### src/rtl/product_accumulator_pkg.sv
// Shared definitions for the product accumulator and its companion logic.
//   state_e    : accumulator FSM states
//   PROD_W_DEF : default product width (matches the 8x8 multiplier output)
//   COUNT_DEF  : default number of products per batch
//   acc_width  : full-precision sum width for a batch of products
package product_accumulator_pkg;

  typedef enum logic {
    ACCUM = 1'b0,
    HOLD  = 1'b1
  } state_e;

  localparam int unsigned PROD_W_DEF = 16;
  localparam int unsigned COUNT_DEF  = 8;

  // Sum width that cannot overflow for COUNT products of prod_w bits each.
  function automatic int unsigned acc_width(input int unsigned prod_w,
                                            input int unsigned count);
    return prod_w + 32'($clog2(count));
  endfunction

endpackage

### src/rtl/product_accumulator_batch_counter.sv
// Mod-COUNT batch counter.
//   clk, rst  : clock, asynchronous active-high reset
//   i_clear   : force count to 0 (highest priority)
//   i_load1   : force count to 1 (first product of a new batch)
//   i_inc     : count up, wrapping to 0 after COUNT-1
//   o_cnt     : registered count
//   o_tc_c    : combinational terminal-count flag (count == COUNT-1)
module product_accumulator_batch_counter #(
  parameter int unsigned COUNT = 8,
  parameter int unsigned CNT_W = $clog2(COUNT)
) (
  input  logic             clk,
  input  logic             rst,
  input  logic             i_clear,
  input  logic             i_load1,
  input  logic             i_inc,
  output logic [CNT_W-1:0] o_cnt,
  output logic             o_tc_c
);

  logic [CNT_W-1:0] r_cnt;

  assign o_tc_c = (r_cnt == CNT_W'(COUNT - 1));
  assign o_cnt  = r_cnt;

  // Count register: clear > load-1 > increment.
  always_ff @(posedge clk or posedge rst) begin
    if (rst) begin
      r_cnt <= '0;
    end else if (i_clear) begin
      r_cnt <= '0;
    end else if (i_load1) begin
      r_cnt <= CNT_W'(1);
    end else if (i_inc) begin
      r_cnt <= o_tc_c ? '0 : r_cnt + CNT_W'(1);
    end
  end

endmodule

### src/rtl/product_accumulator.sv
// Full-precision accumulator of multiplier products, COUNT products per batch.
//   clk, rst              : clock, asynchronous active-high reset
//   prod_in/valid/ready   : product input handshake (prod_ready is combinational)
//   clear                 : synchronous abort of the current batch
//   sum_out/valid/ready   : completed batch sum output handshake
//   batch_cnt             : products accepted in the current batch
module product_accumulator
  import product_accumulator_pkg::*;
#(
  parameter int unsigned PROD_W = PROD_W_DEF,
  parameter int unsigned COUNT  = COUNT_DEF,
  parameter int unsigned CNT_W  = $clog2(COUNT),
  parameter int unsigned ACC_W  = acc_width(PROD_W, COUNT)
) (
  input  logic              clk,
  input  logic              rst,
  input  logic [PROD_W-1:0] prod_in,
  input  logic              prod_valid,
  output logic              prod_ready,
  input  logic              clear,
  output logic [ACC_W-1:0]  sum_out,
  output logic              sum_valid,
  input  logic              sum_ready,
  output logic [CNT_W-1:0]  batch_cnt
);

  state_e             r_state;
  logic [ACC_W-1:0]   r_acc;
  logic [ACC_W-1:0]   r_sum_out;
  logic               r_sum_valid;

  logic               w_accept;
  logic               w_handoff;
  logic               w_tc;
  logic [ACC_W-1:0]   w_prod_ext;
  logic [ACC_W-1:0]   w_acc_next;

  // In HOLD a new product may only enter in the same cycle the held sum leaves.
  assign prod_ready = (r_state == ACCUM) ? 1'b1 : sum_ready;
  assign w_accept   = prod_valid & prod_ready & ~clear;
  assign w_handoff  = r_sum_valid & sum_ready;
  assign w_prod_ext = ACC_W'(prod_in);
  assign w_acc_next = r_acc + w_prod_ext;

  assign sum_out    = r_sum_out;
  assign sum_valid  = r_sum_valid;

  product_accumulator_batch_counter #(
    .COUNT (COUNT),
    .CNT_W (CNT_W)
  ) u_batch_counter (
    .clk     (clk),
    .rst     (rst),
    .i_clear (clear),
    .i_load1 (w_accept & (r_state == HOLD)),
    .i_inc   (w_accept & (r_state == ACCUM)),
    .o_cnt   (batch_cnt),
    .o_tc_c  (w_tc)
  );

  // Accumulate / hold FSM with registered sum outputs.
  always_ff @(posedge clk or posedge rst) begin
    if (rst) begin
      r_state     <= ACCUM;
      r_acc       <= '0;
      r_sum_out   <= '0;
      r_sum_valid <= 1'b0;
    end else if (clear) begin
      // sum_out is left as-is; only sum_valid qualifies it.
      r_state     <= ACCUM;
      r_acc       <= '0;
      r_sum_valid <= 1'b0;
    end else begin
      case (r_state)
        ACCUM: begin
          if (w_accept) begin
            if (w_tc) begin
              r_sum_out   <= w_acc_next;
              r_sum_valid <= 1'b1;
              r_acc       <= '0;
              r_state     <= HOLD;
            end else begin
              r_acc <= w_acc_next;
            end
          end
        end
        HOLD: begin
          if (w_handoff) begin
            r_sum_valid <= 1'b0;
            r_state     <= ACCUM;
            // A product accepted alongside the handoff starts the next batch.
            if (w_accept) begin
              r_acc <= w_prod_ext;
            end
          end
        end
        default: begin
          r_state <= ACCUM;
        end
      endcase
    end
  end

endmodule

### config.mk
export PLATFORM = sky130hd
export DESIGN_NAME = product_accumulator
export DESIGN_NICKNAME = d
export VERILOG_FILES = /design/src/rtl/product_accumulator_pkg.sv /design/src/rtl/product_accumulator_batch_counter.sv /design/src/rtl/product_accumulator.sv
export SDC_FILE = /design/constraint.sdc
export NUM_CORES = 1
export LEC_CHECK = 0
export ABC_AREA = 0
export ABC_CLOCK_PERIOD_IN_PS = 6200
export CAP_MARGIN = 10
export CORE_UTILIZATION = 50
export CTS_CLUSTER_SIZE = 24
export DETAILED_ROUTE_END_ITERATION = 12
export PLACE_DENSITY = 0.72
export SYNTH_ARGS = -nofsm -noshare
export SYNTH_HDL_FRONTEND = slang
export SYNTH_SLANG_ARGS = --single-unit
### constraint.sdc
create_clock -name clk -period 6.2 [get_ports clk]
set_input_delay 1.24 -clock clk [delete_from_list [all_inputs] [get_ports clk]]
set_output_delay 1.24 -clock clk [all_outputs]
set_load 0.02 [all_outputs]
-- Word-level counts from Yosys, hierarchy flattened
Cells that the tools add are included.
- input bits: 21
- register bits after elaboration: 43
- word-level logic and storage cells: 44
- output and inout bits: 24
- add/subtract/negate cells: 2
- bitwise gates (word level): 7
- equal/unequal tests: 5
- reduce and logical (&&, ||, !) cells: 4
- muxes and demuxes: 21
- operator list (operator ; number):
    2-to-1 mux 19 bit ; 5
    case mux 19 bit (2 select lines) ; 1
    adder 19 x 16 -> 19 bit ; 1
    2-to-1 mux 3 bit ; 4
    2-to-1 mux 1 bit ; 9
    inequality test 3 x 2 -> 1 bit, second input constant ; 3
    AND reduction 3 bit ; 2
    AND 1 bit ; 5
    case mux 1 bit (2 select lines) ; 2
    AND reduction 4 bit ; 1
    adder 3 x 1 -> 3 bit, second input constant ; 1
    equality test 3 bit, second input constant ; 1
    inequality test 3 bit, second input constant ; 1
    nonzero test 3 bit ; 1
    NOT 1 bit ; 2

-- Longest topological paths before layout
- depth after elaboration: 7
- mapped depth: 8
- gate-level depth less buffers: 8

-- Hierarchy
A second synthesis with hierarchy kept.
- cells, all modules: 270
- area total of the unflattened synthesis: 2553.7 um2
- modules (own cells, without submodules) (module ; area an instance (um2) ; cells an instance ; seq. area each (um2) ; times used):
    product_accumulator ; 2394.8 ; 256 ; 1001.0 ; 1
    product_accumulator_batch_counter ; 158.9 ; 14 ; 75.1 ; 1

-- Least setup slack after synthesis
No wires, ideal clock.
- kind: input -> register
- from: input prod_in[0]
- to: register r_sum_out[18] (netlist: sum_out[18])
- required time: 6.076 ns
- buffers on the path: 0
- arrival time: 3.189 ns
- slack: 2.887 ns
- setup time: 0.124 ns
- stages on the path: 8
- cells stage by stage: ha_1 > fa_1 > a211oi_2 > o21bai_2 > a2111oi_4 > o211ai_2 > and4_4 > a211o_1
- longest elaborated chain between the ends: 1
- RTL lines (item ; RTL line ; text):
    start: declaration ; product_accumulator.sv:17 ; input logic [PROD_W-1:0] prod_in,
    adder 19 x 16 -> 19 bit ; product_accumulator.sv:43 ; assign w_acc_next = r_acc + w_prod_ext;
    end signal: assignment ; product_accumulator.sv:78 ; r_sum_out <= w_acc_next;
    end: declaration ; product_accumulator.sv:29 ; logic [ACC_W-1:0] r_sum_out;
No other way between the ends.
A chain may end at the register's enable or synchronous reset.

-- Final worst setup path
- from: input sum_ready
- to: output prod_ready
- longest elaborated chain between the ends: 1
- RTL lines (item ; RTL line ; text):
    start: declaration ; product_accumulator.sv:23 ; input logic sum_ready,
    2-to-1 mux 1 bit ; product_accumulator.sv:39 ; assign prod_ready = (r_state == ACCUM) ? 1'b1 : sum_ready;
    end: declaration ; product_accumulator.sv:19 ; output logic prod_ready,
No other way between the ends.

==> key figures <==
Outcome
  – Status: completed

Synth
  – Mux contribution to synthesized area: 0.7260%
  – Ys Warns: 0
  – Main flop type after synthesis: dfrtp_1
  – Post-synthesis simple-gate area fraction: 21.87%
  – Compound-gate portion of the synthesized area: 23.96%
  – Synth Area in XOR/XNOR: 3.176%
  – Cell Area, Synth: 0.002758 mm²
  – Syn Inst Count: 311
  – Sequential-to-total area share from yosys stat: 39.02%
  – Largest family of logic cells by synthesized area: compound AO/OA/AOI/OAI gates
  – Library cells used by synthesis: 55
  – Yosys reg bits: 43
  – Mapped Nets: 351
  – Commonest cells post-synth: 67 x nand2_1, 43 x dfrtp_1, 26 x nor2_1
  – Area leader, netlist: dfrtp_1
  – Most common cell in the netlist: nand2_1
  – Top post-synthesis cells by area: dfrtp_1 39%, nand2_1 9.1%, ha_1 8.2%
  – Area share of the largest cell type after synthesis: 39.02%
  – Syn_area_per_cell: 8.867 µm²
  – Share of flip-flops with an asynchronous set or reset: 100.0%
  – Post-Synth Adder-Cell Area: 8.893%
  – Number of enable flip-flop cells after synthesis: 0

Critical path
  – CP Class: input pin to primary output
  – Crit end category: primary output
  – CP max stage delay: 0.60 ns
  – CP Launch Type: input pin
  – Req. time, crit path: 4.96 ns
  – Crit path buf inv count: 2
  – Worst Path Max Fanout: 3
  – CP max stage cell: clkdlybuf4s50_1
  – Crit-path cells: clkdlybuf4s50_1 -> nand2b_1 -> clkdlybuf4s50_1
  – Crit path DAT: 2.47 ns
  – CP dominant cell by count: clkdlybuf4s50_1
  – Critical path's top delay family: buffers and inverters

Timing
  – WHS: 0.4759 ns
  – Max Clk Rate: 269.9 MHz
  – Post-layout min period: 3.705 ns
  – Final setup skew: 0.007156 ns
  – Fin. Hold Viols: 0
  – Worst setup margin: 2.495 ns
  – Setup TNS: 0 ns
  – Worst-margin pin slew: 1.005 ns
  – Final setup vio count: 0
  – Slew Limit Fails: 0
  – Max_slew headroom: 32.48%
  – Final period utilization: 59.76%
  – RSZ-0062 raised after global routing: no

Place
  – Dpl cells: 414
  – Pre-CTS WS: 2.247 ns
  – I/O Buffers: 44
  – Hpwl dp: 4395 µm
  – GP Congestion: 0.7826
  – Placed cell area: 0.003261 mm²

GRT
  – Total track usage: 22.97%
  – Vias in the first global route: 2309
  – First-pass GRT wire length: 10810 µm
  – Initial antenna violation count: 0
  – Pin count of the biggest net entering global routing: 44
  – Grt ovf: 0

Pwr
  – Switch share: 32.22%
  – Clock Power Share: 27.8%
  – NetSw: 248.5 µW
  – Maximum VDD drop: 0.1650 mV
  – Power per standard cell area: 229.3 mW/mm²
  – Leakage: 0.001459 µW
  – Reg power frac: 40.4%
  – Comb pwr share: 31.8%
  – Cell internal pwr: 522.8 µW

Clocking
  – Hold-fix buffers, CTS: 0
  – Total CTS buffers: 5
  – CTS clk-pin slew, worst paths: 0.07 ns
  – Post-CTS Setup Repair Bufs: 0
  – CTS tree: yes
  – Clk Latency, worst-skew pair: 0.30 ns
  – H-Tree Depth: 2
  – CTS Sinks: 43
  – Clock root buffer: clkbuf_8
  – Post-CTS Resized: 0
  – CTS max path bufs: 2

Final layout
  – # nets final: 391
  – Final instance area: 0.003363 mm²
  – Non-Filler Instances: 421
  – # diodes: 0
  – Area Growth Syn to Fin: 21.96%
  – Share of layout cells above drive strength 1: 7.407%
  – FILL cells: 450

Detailed routing
  – Drt via density: 5.784
  – Post-Route WL: 6367 µm
  – First-pass DRT Iterations: 5
  – WL/cell: 15.12 µm
  – Drt drc: 0
  – Vias: 2435
  – DR iter-0 viols: 144
  – Final ANT Viol Nets: 0

Floorplan
  – Core box area: 0.005205 mm²
  – Initial core utilization: 52.98%
  – Die Ht: 76.27 µm
  – Die X: 76.27 µm
  – Placement row count: 26
  – Io pins: 45
  – Die ar.: 0.005816 mm²

Hold path
  – Hold WC Path Type: register to register

Flow run
  – Max cap viols: 0
==> logic make-up (layout without fill, tap and decap cells) <==
family / Yosys count / count (layout)
flops: 43 / 43
compound gates: 90 / 90
simple gates: 130 / 130
xor+xnor: 10 / 10
buf+inv: 17 / 57
fa+ha+maj: 19 / 19
mux: 2 / 2
==> per-layer routing <==
layer	vias to the layer above	track usage (%)	routed length, µm
li1	1204	-	-
met1	1169	31.69	3100
met2	55	37.12	2974
met3	7	3.473	210
met4	0	7.115	81
met5	-	0	0
==> power by group through the flow <==
| stage | clock [µW] | combinational, µW | sequential, µW |
|---|---|---|---|
| 3_5_place_dp | 0 | 244 | 316 |
| 6_report | 214 | 246 | 311 |
| 4_1_cts | 220 | 245 | 311 |
| 2_1_floorplan | 0 | 185 | 315 |
| 3_3_place_gp | 0 | 240 | 316 |
| 5_1_grt | 229 | 272 | 314 |
==> per-stage QoR <==
| step | power (µW) | utilization, % |
|---|---|---|
| 3_5_place_dp | 560.4 | 62.64 |
| 4_1_cts | 776.6 | 64.62 |
| 5_1_grt | 815.1 | 64.62 |
| 3_3_place_gp | 555.9 | 62.64 |
| 2_1_floorplan | 500.7 | - |
| 6_report | 771.3 | 64.62 |
==> placed cells by master (no fill, tap or decap), types with 3 or more instances in the layout <==
master and instances:
o211ai_1 3, clkdlybuf4s50_1 44, nand2b_1 5, buf_4 3, dfrtp_1 43, nand3_1 5, o21a_1 3, nor2_1 26
a221o_1 3, nor3b_1 4, a21oi_1 14, o21ai_0 22, a211oi_1 3, o221ai_1 9, nor2b_1 4, clkbuf_8 5
or4_1 4, xnor2_1 6, o31ai_1 5, xor2_1 4, ha_1 18, nand2_1 67, a31o_2 3, a22oi_1 3
==> final timing paths <==
check	cells after the start	slack, ns	startpoint	end
max	3	2.49	sum_ready	prod_ready
min	2	0.48	sum_out[0]	sum_out[0]
max reg2reg	8	3.62	r_acc[0]	sum_out[18]
min reg2reg	2	0.48	sum_out[0]	sum_out[0]
max in group asynchronous	3	4.43	rst	u_batch_counter.o_cnt[2]
min in group asynchronous	3	1.37	rst	r_acc[3]
==> registers in the layout, indices dropped and copies added, names as in the netlist <==
register	flops
sum_out	19
r_state	1
u_batch_counter.o_cnt	3
r_acc	19
sum_valid	1
==> worst reg2reg max path: cells and delay by family (launching register included) <==
| family | cells | cell delay [ns] |
|---|---|---|
| simple gates | 1 | 0.22 |
| flops | 1 | 0.39 |
| compound gates | 5 | 1.23 |
| fa+ha+maj | 2 | 0.65 |
==> layout make-up <==
class	instances	area (µm²)	share of cell area (%)
timing repair buffer	47	462.9	13.76
inverter	3	11.26	0.3348
sequential	43	1076	31.99
clock inverter	1	30.03	0.8929
tap	70	87.58	2.604
clock buffer	6	72.57	2.158
multi-input combinational	251	1623	48.25
Note: power is estimated with default switching activity, not from simulation.
